--- config.mk ---
export PLATFORM = sky130hd
export DESIGN_NAME = noc_ingress_buffer
export DESIGN_NICKNAME = d
export VERILOG_FILES = /design/src/rtl/noc_ingress_buffer.sv
export SDC_FILE = /design/constraint.sdc
export NUM_CORES = 1
export LEC_CHECK = 0
export ABC_AREA = 0
export CAP_MARGIN = 20
export CORE_ASPECT_RATIO = 1.2
export CORE_MARGIN = 1.5
export CORE_UTILIZATION = 55
export CTS_BUF_LIST = sky130_fd_sc_hd__clkbuf_16
export CTS_CLUSTER_SIZE = 12
export DETAILED_ROUTE_END_ITERATION = 7
export GPL_ROUTABILITY_DRIVEN = 0
export PLACE_DENSITY = 0.86
export SKIP_LAST_GASP = 1
export SYNTH_ARGS = -nofsm -noshare
export SYNTH_HDL_FRONTEND = slang
export SYNTH_SLANG_ARGS = --single-unit
export TNS_END_PERCENT = 1
--- constraint.sdc ---
create_clock -name clk -period 6.8 [get_ports clk]
set_input_delay 1.02 -clock clk [delete_from_list [all_inputs] [get_ports clk]]
set_output_delay 1.02 -clock clk [all_outputs]
set_load 0.02 [all_outputs]
--- src/rtl/noc_ingress_buffer.sv ---
// Ingress flit buffer: filters invalid control codes, queues data flits and routes the head
// either to the next hop unmodified or to the local bucket after single-error correction.
module noc_ingress_buffer #(
  parameter int         DEPTH   = 4,
  parameter logic [3:0] NODE_ID = 4'h0
) (
  input  logic                     clk,
  input  logic                     reset,
  input  logic                     in_valid,
  output logic                     in_ready,
  input  logic [10:0]              in_data,
  input  logic [1:0]               in_ctrl,
  output logic                     fwd_valid,
  input  logic                     fwd_ready,
  output logic [10:0]              fwd_data,
  output logic                     local_valid,
  input  logic                     local_ready,
  output logic [10:0]              local_data,
  output logic [7:0]               err_count,
  output logic [7:0]               drop_count,
  output logic [$clog2(DEPTH):0]   fifo_count
);

  localparam int AW = $clog2(DEPTH);
  localparam int CW = AW + 1;

  logic [10:0]   mem_q [DEPTH];
  logic [AW-1:0] wr_ptr_q, wr_ptr_d, rd_ptr_q, rd_ptr_d;
  logic [CW-1:0] count_q, count_d;
  logic [7:0]    err_q, err_d, drop_q, drop_d;
  logic          rdy_en_q;

  logic [10:0] head, flip;
  logic [2:0]  syn;
  logic        non_empty, is_local, accept, push, pop, local_xfer;

  assign head      = mem_q[rd_ptr_q];
  assign non_empty = (count_q != '0);
  assign is_local  = (head[3:0] == NODE_ID);

  // rdy_en_q keeps in_ready low while reset is held and for the cycle it releases
  assign in_ready    = rdy_en_q && (count_q < CW'(DEPTH));
  assign fwd_valid   = non_empty && !is_local;
  assign local_valid = non_empty && is_local;

  assign syn = {head[7] ^ head[8] ^ head[9] ^ head[10],
                head[5] ^ head[6] ^ head[9] ^ head[10],
                head[4] ^ head[6] ^ head[8] ^ head[10]};
  assign flip       = (syn != 3'd0) ? (11'd1 << (4'(syn) + 4'd3)) : 11'd0;
  assign fwd_data   = head;
  assign local_data = head ^ flip;

  assign accept     = in_valid && in_ready;
  assign push       = accept && (in_ctrl == 2'd2);
  assign local_xfer = local_valid && local_ready;
  assign pop        = (fwd_valid && fwd_ready) || local_xfer;

  always_comb begin
    count_d  = count_q;
    wr_ptr_d = wr_ptr_q;
    rd_ptr_d = rd_ptr_q;
    err_d    = err_q;
    drop_d   = drop_q;
    if (push && !pop)
      count_d = count_q + 1'b1;
    else if (!push && pop)
      count_d = count_q - 1'b1;
    if (push)
      wr_ptr_d = wr_ptr_q + 1'b1;
    if (pop)
      rd_ptr_d = rd_ptr_q + 1'b1;
    if (local_xfer && (syn != 3'd0) && (err_q != 8'hFF))
      err_d = err_q + 8'd1;
    if (accept && (in_ctrl != 2'd2) && (drop_q != 8'hFF))
      drop_d = drop_q + 8'd1;
  end

  always_ff @(posedge clk or posedge reset) begin
    if (reset) begin
      count_q  <= '0;
      wr_ptr_q <= '0;
      rd_ptr_q <= '0;
      err_q    <= '0;
      drop_q   <= '0;
      rdy_en_q <= 1'b0;
    end else begin
      count_q  <= count_d;
      wr_ptr_q <= wr_ptr_d;
      rd_ptr_q <= rd_ptr_d;
      err_q    <= err_d;
      drop_q   <= drop_d;
      rdy_en_q <= 1'b1;
    end
  end

  // Storage needs no reset: an entry is only read once count_q covers it
  always_ff @(posedge clk) begin
    if (push)
      mem_q[wr_ptr_q] <= in_data;
  end

  assign err_count  = err_q;
  assign drop_count = drop_q;
  assign fifo_count = count_q;

endmodule

==> impl_metrics.yaml <==
floorplanning:
  initial_utilization: 0.5638
  num_rows: 30
  io_pins: 62
  die_area_um2: 6238
  die_y_um: 86.22
  die_x_um: 72.35
  coreArea_um2: 5630
logic_synthesis:
  synth_seq_cells: 68
  ys_warn_count: 0
  syn_avg_cell_area_um2: 16.45
  synth.area.top_cells: "edfxtp_1, dfrtp_1, mux4_2"
  ys_async_sr_fraction: 0.3529
  synth_top_cell_area_share: 0.4162
  synthFlopType: "edfxtp_1"
  synth_edf_count: 44
  ys_types: 37
  synth_largest_area_cell: "edfxtp_1"
  synth_nets: 220
  seq_area_frac_synth: 0.6054
  netlist_instances: 193
  netlist_area_um2: 3174
drt:
  vias: 1808
  drc: 0
  postRouteAntennaNets: 0
  wl_per_cell_um: 18.35
  drt_iter0_markers: 153
  dr.pass1.iters: 4
  routed_wl_mm: 6.038
  via_per_inst: 5.495
setup_path:
  arrival_ns: 4.31
  slowest_stage: "dfrtp_1"
  worstRegToRegCells: 10
  required_ns: 5.78
  path_class: "register to output port"
  reg2reg_slack_ns: 3.07
  crit_path_frequent_cell: "xor2_1"
  reg2reg_to: "fifo_count[2]"
  cp_max_fo: 17
  crit_path_cell_trace: "mux4_2 -> xor2_1 -> xnor2_2 -> nor2_1 -> ha_1 -> nor2b_1 -> inv_1 -> and4bb_1 -> xor2_1 -> clkdlybuf4s50_1"
  startpoint_type: "register"
  reg2reg_from: "rd_ptr_q[0]"
  cp-end-kind: "output port"
  max_stage_delay_ns: 1.00
cts:
  numCtsBuffers: 9
  clkTransAtPathRegs_ns: 0.06
  cts_num_sinks: 68
  cts_tree: "built"
  clkLatencyLatePin_ns: 0.32
  post_cts_resize_count: 0
  h-tree-depth: 3
  cts_hold_buf: 0
  root_buffer: "clkbuf_16"
  clockBufferDepth: 2
  post_cts_buffers: 0
finish:
  layout_commonest_cell: "clkdlybuf4s50_1"
  drive_gt1_frac: 0.1358
  fillers: 359
  syn_to_final_growth_pct: 28.42
  nets: 287
  final_area_um2: 4076
  num_antenna_cells: 0
  final_cell_mix: "clkdlybuf4s50_1, edfxtp_1, dfrtp_1, xnor2_1, mux4_2"
placement:
  place_area_um2: 3821
  port-buffer-count: 61
  dp_hpwl_mm: 3.938
timing:
  tightest_slew_ns: 0.9995
  fin_crit_sh: 0.7840
  clock_skew_ns: 0.008053
  post-route-min-period_ns: 5.331
  hold_viol: 0
  rsz0062_at_grt: "no"
  setup_violations: 0
  setup_tns_ns: 0
  fmax_mhz: 187.6
  relSlewSlack: 0.3337
  drv_slew: 0
grt:
  grt_use_total: 0.2131
  grt_max_degree: 25
  antenna_found_initial: 0
  grt_pass1_vias: 1827
  overflow: 0
  grt_pass1_wl_mm: 9.494
power:
  peakVddDrop_v: 0.0003441
  total_power_mw: 2.220
  seqPwrFrac: 0.264
  p_int_mw: 1.348
  power.net_switching_mw: 0.8726
  clkPwrFrac: 0.177
  share_comb_of_total_power: 0.559
  power_leakage_nw: 1.536
  power_density_nw_per_um2: 544.7
  swShare: 0.3930
worst_hold_path:
  hold_path_end: "err_count[6]"
  hp-class: "register to register"
  hp-start: "err_count[6]"
  hold_depth: 1
outcome:
  outcome: "completed"
job:
  maxCapViolCount: 0
==> synth_stat cells (4+ instances only) <==
master	instances
xor2_1	11
inv_1	6
nor2_1	5
nand2_1	7
xnor2_2	4
nand4_1	8
ha_1	8
edfxtp_1	44
mux4_2	15
nor2b_1	4
xnor2_1	19
dfrtp_1	24
and3_1	5
and2_1	4
==> layout make-up <==
| cell class | instances | area (um2) | area share |
|---|---|---|---|
| inverter | 6 | 22.52 | 0.005525 |
| clock buffer | 9 | 225.2 | 0.05525 |
| tap | 64 | 80.08 | 0.01964 |
| sequential | 68 | 1922 | 0.4715 |
| clock inverter | 7 | 30.03 | 0.007366 |
| timing repair buffer | 61 | 610.6 | 0.1498 |
| multi-input combinational | 114 | 1186 | 0.2910 |
==> power groups by stage <==
stage	logic (mW)	clock network (mW)	registers (mW)
final	1.24	0.393	0.586
after floorplan	0.837	0	0.577
after global placement	1.22	0	0.589
after global routing	1.33	0.417	0.599
after CTS	1.25	0.398	0.588
after detailed placement	1.24	0	0.593
==> worst max-delay path by stage <==
stage	from	to	depth (start not counted)
2_1_floorplan	rd_ptr_q[0]	local_data[4]	11
3_3_place_gp	rd_ptr_q[0]	local_data[4]	10
3_5_place_dp	rd_ptr_q[0]	local_data[8]	10
4_1_cts	rd_ptr_q[0]	local_data[8]	10
5_1_grt	rd_ptr_q[0]	local_data[8]	10
6_report	rd_ptr_q[0]	local_data[4]	10
==> flip-flops by register name, summed over array words and instances (netlist names) <==
register / cells
rdy_en_q: 1
fifo_count: 3
err_count: 8
wr_ptr_q: 2
drop_count: 8
mem_q: 44
rd_ptr_q: 2
==> routing by layer <==
layer / GRT usage / vias to the layer above / share of wire / wire length [um]
li1: - / 858 / - / -
met1: 0.2553 / 897 / 0.38 / 2322
met2: 0.3788 / 46 / 0.57 / 3441
met3: 0.03488 / 7 / 0.036 / 220
met4: 0.09262 / 0 / 0.0091 / 55
met5: 0 / - / 0 / 0
==> critical path: cells and delay by family, from the launching register on <==
kind	cells	cell delay [ns]
buffers and inverters	2	0.69
and+or+nand+nor	3	0.59
adders and majority gates	1	0.30
xor gates and xnor gates	3	0.70
muxes	1	0.72
DFF	1	1.00
==> per-stage QoR <==
step	hold WS, ns	utilization	setup WS (ns)	std cells
2_1_floorplan	0.5796	-	2.859	193
3_3_place_gp	0.4874	0.6787	1.920	313
3_5_place_dp	0.4878	0.6787	1.787	313
4_1_cts	0.4958	0.7240	1.432	329
5_1_grt	0.5119	0.7240	1.206	329
6_report	0.4910	0.7240	1.469	329
==> logic make-up (layout without fill, tap and decap cells) <==
group / count (synthesis) / after routing / share of synthesized area
flip-flops: 68 / 68 / 0.6054
adder cells (fa/ha/maj): 9 / 9 / 0.03784
AO/OA/AOI/OAI: 2 / 2 / 0.003547
other: 1 / 1 / 0.001181
XOR/XNOR: 35 / 35 / 0.1119
AND/OR/NAND/NOR: 48 / 48 / 0.09894
buffers and inverters: 11 / 83 / 0.02089
multiplexers: 19 / 19 / 0.1202
(Power assumes the default switching activity.)
